==> config.mk <==
export PLATFORM = sky130hd
export DESIGN_NAME = mult_seq_ctrl
export DESIGN_NICKNAME = d
export VERILOG_FILES = /design/src/rtl/mult_pkg.sv /design/src/rtl/mult_seq_ctrl_iter_counter.sv /design/src/rtl/mult_seq_ctrl.sv
export SDC_FILE = /design/constraint.sdc
export NUM_CORES = 1
export LEC_CHECK = 0
export ABC_AREA = 1
export CORE_AREA = 2 2 39 41
export CTS_CLUSTER_DIAMETER = 120
export DETAILED_ROUTE_END_ITERATION = 8
export DIE_AREA = 0 0 41 43
export GPL_ROUTABILITY_DRIVEN = 0
export MAX_ROUTING_LAYER = met4
export PLACE_DENSITY = 0.44
export SYNTH_ARGS = -nofsm -noshare
export SYNTH_HDL_FRONTEND = slang
export SYNTH_SLANG_ARGS = --single-unit
==> constraint.sdc <==
create_clock -name clk -period 2.93 [get_ports clk]
set_input_delay 0.293 -clock clk [delete_from_list [all_inputs] [get_ports clk]]
set_output_delay 0.293 -clock clk [all_outputs]
set_load 0.05 [all_outputs]
==> src/rtl/mult_pkg.sv <==
// Shared types for the shift-and-add multiplier sequencers: FSM state encoding
// and the {ld,shr} control codes understood by the add/shift register.
package mult_pkg;

    typedef enum logic [1:0] {
        IDLE = 2'd0,
        LOAD = 2'd1,
        STEP = 2'd2,
        DONE = 2'd3
    } state_t;

    // {ld, shr} codes driven into the add/shift register
    localparam logic [1:0] CTL_HOLD     = 2'b00;
    localparam logic [1:0] CTL_LOAD     = 2'b10;
    localparam logic [1:0] CTL_SHIFT    = 2'b01;
    localparam logic [1:0] CTL_ADDSHIFT = 2'b11;

endpackage

==> src/rtl/mult_seq_ctrl_iter_counter.sv <==
// Iteration counter for sequenced datapaths: sync clear, enable, and a
// terminal-count flag on the last iteration (N/2-1). Saturates at N/2.
module iter_counter #(
    parameter int N     = 4,
    parameter int CNT_W = $clog2(N/2+1)
) (
    input  logic             clk,
    input  logic             rst,
    input  logic             clr,
    input  logic             en,
    output logic [CNT_W-1:0] count,
    output logic             tc
);

    localparam logic [CNT_W-1:0] LAST = CNT_W'(N/2-1);
    localparam logic [CNT_W-1:0] MAX  = CNT_W'(N/2);

    // Saturating at N/2 keeps iter from wrapping if enable is ever held too long
    always_ff @(posedge clk) begin
        if (rst) begin
            count <= '0;
        end else if (clr) begin
            count <= '0;
        end else if (en && (count != MAX)) begin
            count <= count + 1'b1;
        end
    end

    assign tc = (count == LAST);

endmodule

==> src/rtl/mult_seq_ctrl.sv <==
// Control FSM for the shift-and-add multiplier: one load, then N/2 shift or
// add-and-shift steps chosen by the register LSB. Optional macro: EARLY_EXIT_EN.
module mult_seq_ctrl
    import mult_pkg::*;
#(
    parameter  int N     = 4,
    localparam int CNT_W = $clog2(N/2+1)
) (
    input  logic             clk,
    input  logic             rst,
    input  logic             start,
    input  logic             lsb,
    input  logic             zero_rem,
    output logic             ld,
    output logic             shr,
    output logic             busy,
    output logic             done,
    output logic [CNT_W-1:0] iter
);

    state_t     state;
    state_t     state_next;
    logic [1:0] ctl;
    logic       cnt_clr;
    logic       cnt_en;
    logic       cnt_tc;
    logic       add_bit;

`ifdef EARLY_EXIT_EN
    // Once the remaining multiplier bits are all zero, adds cannot change the product
    assign add_bit = lsb & ~zero_rem;
`else
    logic unused_zero_rem;
    assign unused_zero_rem = zero_rem;
    assign add_bit         = lsb;
`endif

    iter_counter #(
        .N     (N),
        .CNT_W (CNT_W)
    ) u_iter (
        .clk   (clk),
        .rst   (rst),
        .clr   (cnt_clr),
        .en    (cnt_en),
        .count (iter),
        .tc    (cnt_tc)
    );

    always_ff @(posedge clk) begin
        if (rst) begin
            state <= IDLE;
        end else begin
            state <= state_next;
        end
    end

    always_comb begin
        state_next = state;
        ctl        = CTL_HOLD;
        busy       = 1'b0;
        done       = 1'b0;
        cnt_clr    = 1'b0;
        cnt_en     = 1'b0;
        case (state)
            IDLE: begin
                if (start) begin
                    state_next = LOAD;
                    cnt_clr    = 1'b1;
                end
            end
            LOAD: begin
                ctl        = CTL_LOAD;
                busy       = 1'b1;
                state_next = STEP;
            end
            // ld is the only Mealy output: it follows the live register LSB
            STEP: begin
                ctl    = add_bit ? CTL_ADDSHIFT : CTL_SHIFT;
                busy   = 1'b1;
                cnt_en = 1'b1;
                if (cnt_tc) begin
                    state_next = DONE;
                end
            end
            DONE: begin
                done       = 1'b1;
                state_next = IDLE;
            end
            default: begin
                state_next = IDLE;
            end
        endcase
    end

    assign {ld, shr} = ctl;

endmodule

==> results.cfg, run 1 <==
[status]
status = finished, final reports clean

[die]
row_count = 14
fp.dieH_microns = 43
io_pins = 11
die_x_microns = 41
start_util_pct = 21.70
die_area_sq_mm = 0.001763
core_sq_mm = 0.001384

[critical_path]
crit_type = flip-flop to output port
crit_buf_inv = 3
crit_top_cell = inv_1
critPathLaunchType = flip-flop
cp_slowest_stage_delay_ns = 0.80
cp_top_family = buffers and inverters
crit_path_cell_trace = inv_1 -> ha_1 -> inv_1 -> nor2_1 -> clkdlybuf4s50_1
cp-end-kind = output port
reg2reg_to = state[1]
crit_path_top_delay_cell = clkdlybuf4s50_1
r2r_slack_ns = 1.81
rr_worst_depth = 6
r2r-start = state[0]
worstPathMaxFanout = 5
worstPathRequired_ns = 2.64
critPathArrivalTime_ns = 1.94

[grt]
grt_max_degree = 6
grt_pass1_vias = 232
grt_overflow = 0
grt_use_total_pct = 8.436
antenna_found_initial = 0
grt_pass1_wl_microns = 959

[final_layout]
syn_to_final_growth_pct = 44.17
antenna-diode-count = 0
drive_gt1_share_pct = 11.32
final_util_pct = 31.28
stdcell_count = 69
nNetsFinal = 67

[job]
cap_viol_max_count = 0

[sta]
rsz0062_at_grt = false
setup_viol = 0
fin_tns_setup_ns = 0
hold_viol = 0
tightest_slew_ns = 0.4950
slew_headroom_pct = 66.89
fmax_ghz = 0.4470
report.final.slew_viol_count = 0
finClkSkew_ns = 0.002113
final.min_clock_period_ns = 2.237
setup_ws_ns = 0.6926
min_period_over_period_pct = 76.36

[yosys]
syn_nets = 53
synth.yosys.seq_area_share_pct = 26.67
yosys.cell_types.count = 10
synthCells = 41
ys_warn_count = 0
syn_area_sq_um = 300.3
synth-seq-cells = 4
syn-mean-instance-area_sq_um = 7.324

[drt]
antenna_left = 0
dr.first_iter.drc_count = 3
postRouteWirelength_microns = 518
vias = 251
drc = 0
drtPass1Iterations = 2
viasPerCell = 3.638
wl_per_cell_microns = 7.507

[clock_tree]
worstSkewPairLatency_ns = 0.23
ctsHoldBuffers = 0
cts_tree = done
cts_buffers = 3
cts_max_level = 1
cts_sinks = 4
clockBufferDepth = 2
cts_setup_buffers = 0
cts_resized = 0
root_buffer = clkbuf_4
clk_pin_slew_worst_paths_ns = 0.04

[pwr]
leakage_uw = 0.0002003
p_per_area_mw_per_mm2 = 1128
total_power_uw = 488.5
peakVddDrop_mv = 0.4221

[placement]
portBuffers = 9
hpwl_microns = 416.5
dp_slack_ns = 0.9317
dp_cells = 66

[min_path]
min_to = u_iter.count[1]
min_path_type = flip-flop to flip-flop
hp-start = u_iter.count[1]
whs_path_depth = 2
-- routing by layer --
layer / vias to the layer above / wire (microns) / global-route usage, %
li1: 148 / - / -
met3: 0 / 35 / 6.283
met1: 95 / 275 / 10.61
met4: 0 / 0 / 2.000
met5: - / 0 / -
met2: 8 / 208 / 10.63
-- final cells by class --
type	instances	area [sq um]
Clock buffer	3	22.52
Tap cell	16	20.02
Sequential cell	4	80.08
Timing Repair Buffer	9	90.09
Inverter	9	33.78
Fill cell	162	950.9
Multi-Input combinational cell	28	186.4
-- worst max-delay path by stage --
stage	depth (start not counted)	to	from	slack, ns
after floorplan	4	ld	state[1]	0.83
after detailed placement	5	ld	state[1]	0.93
after CTS	5	ld	state[1]	0.67
after global placement	5	ld	state[1]	0.91
final	5	ld	state[1]	0.69
after global routing	5	ld	state[1]	0.54
-- flip-flops by register name, summed over array words and instances (netlist names) --
| register | count |
|---|---|
| state | 2 |
| u_iter.count | 2 |
-- synthesized netlist by cell type --
cell type / n / area [sq um]
inv_1: 8 / 30.03
nand2_1: 8 / 30.03
ha_1: 7 / 87.58
nor2_1: 6 / 22.52
a21oi_1: 4 / 20.02
dfxtp_1: 4 / 80.08
inv_2: 1 / 3.750
nand3_2: 1 / 10.01
nor2_4: 1 / 11.26
o21ai_0: 1 / 5.000
-- metrics by stage --
stage          hold WS [ns]  instance area, sq um
2_1_floorplan        0.4452                 300.3
3_3_place_gp         0.5199                 410.4
3_5_place_dp         0.5221                 410.4
4_1_cts              0.5297                 432.9
5_1_grt              0.5548                 432.9
6_report             0.5228                 432.9
-- worst min-delay path, delay by kind of cell, from the launching register on --
family | cells | cell delay (ns)
flip-flops | 1 | 0.32
AND/OR/NAND/NOR | 2 | 0.15
-- cell families after synthesis --
logic type	Yosys count	share of synthesized area [%]
flops	4	26.67
compound gates	5	8.332
simple gates	16	24.58
fa+ha+maj	7	29.17
buf+inv	9	11.25
-- power by group --
group	switching, uW	internal, uW	leakage, uW
registers	20.0	74.5	0.0000329
logic	215	113	0.000154
clock network	20.3	45.7	0.0000138
-- layout by cell type (no fill, tap or decap) --
cell             instances
a21oi_1                  4
clkbuf_4                 3
clkdlybuf4s50_1          9
dfxtp_1                  4
ha_1                     7
inv_1                    8
inv_2                    1
nand2_1                  8
nand3_2                  1
nor2_1                   6
nor2_4                   1
o21ai_0                  1
Note: power is estimated with default switching activity, not from simulation.
==> inputs of run 2 (changes only) <==
==> constraint.sdc (replaced) <==
create_clock -name clk -period 2.3 [get_ports clk]
set_input_delay 0.23 -clock clk [delete_from_list [all_inputs] [get_ports clk]]
set_output_delay 0.23 -clock clk [all_outputs]
set_load 0.05 [all_outputs]
==> results.cfg, run 2 (synthesis gave the netlist of run 1 again) <==
[critical_path]
crit_type = flip-flop to output port
worstPathMaxFanout = 5
critPathArrivalTime_ns = 1.81
cp-endpoint = busy
rr_worst_depth = 6
cp-end-kind = output port
r2r_slack_ns = 1.16
reg2reg_to = state[1]
r2r-start = state[0]
critPathLaunchType = flip-flop
worstSetupStartpoint = state[1]
worstPathRequired_ns = 2.07

[clock_tree]
cts_resized = 0
clockBufferDepth = 2
ctsHoldBuffers = 0
root_buffer = clkbuf_4
clk_pin_slew_worst_paths_ns = 0.04
cts_sinks = 4
cts_buffers = 3
cts_setup_buffers = 0
worstSkewPairLatency_ns = 0.23
cts_max_level = 1
cts_tree = done

[final_layout]
final_util_pct = 31.10
nNetsFinal = 67
drive_gt1_share_pct = 13.21
antenna-diode-count = 0
reg_top3 = state (2), u_iter.count (2)
most-common-layout-cells = inv_1, nand2_1, clkdlybuf4s50_1, ha_1, nor2_1
syn_to_final_growth_pct = 43.33
fin_area_sq_um = 430.4

[grt]
grt_pass1_vias = 244
grt_pass1_wl_microns = 945
grt_use_total_pct = 8.745
grt_max_degree = 6
grt_overflow = 0
antenna_found_initial = 0

[sta]
report.final.slew_viol_count = 0
finClkSkew_ns = 0.0007963
hold_viol = 0
setup_viol = 0
min_period_over_period_pct = 88.49
setup_ws_ns = 0.2648
fmax_ghz = 0.4913
rsz0062_at_grt = false
slew_headroom_pct = 66.83
tightest_slew_ns = 0.4960
fin_tns_setup_ns = 0
final.min_clock_period_ns = 2.035

[placement]
hpwl_microns = 414.9
placed_area_sq_um = 407.9
portBuffers = 9
dp_slack_ns = 0.4978

[pwr]
p_per_area_mw_per_mm2 = 1439
total_power_uw = 619.5
leakage_uw = 0.0002021
peakVddDrop_mv = 0.5585

[drt]
antenna_left = 0
vias = 268
dr.first_iter.drc_count = 3
viasPerCell = 3.884
drc = 0
wl_per_cell_microns = 7.130
postRouteWirelength_microns = 492
drtPass1Iterations = 2

[die]
die_x_microns = 41
start_util_pct = 21.70
core_sq_mm = 0.001384
row_count = 14
fp.dieH_microns = 43
io_pins = 11
die_area_sq_mm = 0.001763

[status]
status = finished, final reports clean

[job]
cap_viol_max_count = 0

[min_path]
min_path_type = flip-flop to flip-flop
-- run 2: cell count changes in the layout (fill, tap and decap cells not counted), sizes merged --
cell,delta
buf,+1
clkdlybuf4s50,-1
-- run 2: final cells by class --
class                   count  area [sq um]
clock buffers               3         22.52
fillers                   152         953.4
inverters                   9         33.78
multi-input cells          28         186.4
flip-flops and latches      4         80.08
well taps                  16         20.02
repair buffers              9         87.58
-- run 2: critical path, cell delays in order (launching register included) --
cell and delay [ns]:
dfxtp_1 0.39, inv_1 0.09, ha_1 0.30, clkdlybuf4s50_1 0.80
-- run 2: worst min path at each step --
stage,start,end,slack [ns],cells after the start
after floorplan,rst,state[1],0.38,3
after global placement,u_iter.count[1],u_iter.count[1],0.52,2
after detailed placement,u_iter.count[1],u_iter.count[1],0.52,2
after CTS,u_iter.count[1],u_iter.count[1],0.53,2
after global routing,u_iter.count[1],u_iter.count[1],0.57,2
final,u_iter.count[1],u_iter.count[1],0.52,2
-- run 2: per-stage QoR --
| step | hold slack (ns) | cells |
|---|---|---|
| 6_report | 0.5216 | 69 |
| 5_1_grt | 0.5651 | 69 |
| 3_3_place_gp | 0.5188 | 66 |
| 2_1_floorplan | 0.3822 | 41 |
| 4_1_cts | 0.5270 | 69 |
| 3_5_place_dp | 0.5195 | 66 |
-- run 2: where the power goes --
part | total, uW | internal (uW) | switching [uW]
registers | 121 | 95.0 | 26.1
logic | 414 | 142 | 272
clock network | 84.4 | 58.2 | 26.2
-- run 2: layer usage --
metal	global-route usage, %	part of all wire (%)	up-vias
met5	-	0	-
met4	6.000	0	0
met3	6.283	9.1	0
met2	10.94	45	10
met1	9.325	46	111
li1	-	-	147
==> inputs of run 3 (changes only) <==
--- a/config.mk
+++ b/config.mk
@@ -16,3 +16,4 @@
 export SYNTH_ARGS = -nofsm -noshare
 export SYNTH_HDL_FRONTEND = slang
 export SYNTH_SLANG_ARGS = --single-unit
+export TNS_END_PERCENT = 50
==> results of run 3 <==
No change in the layout: final DEF, timing and power equal those of run 2.
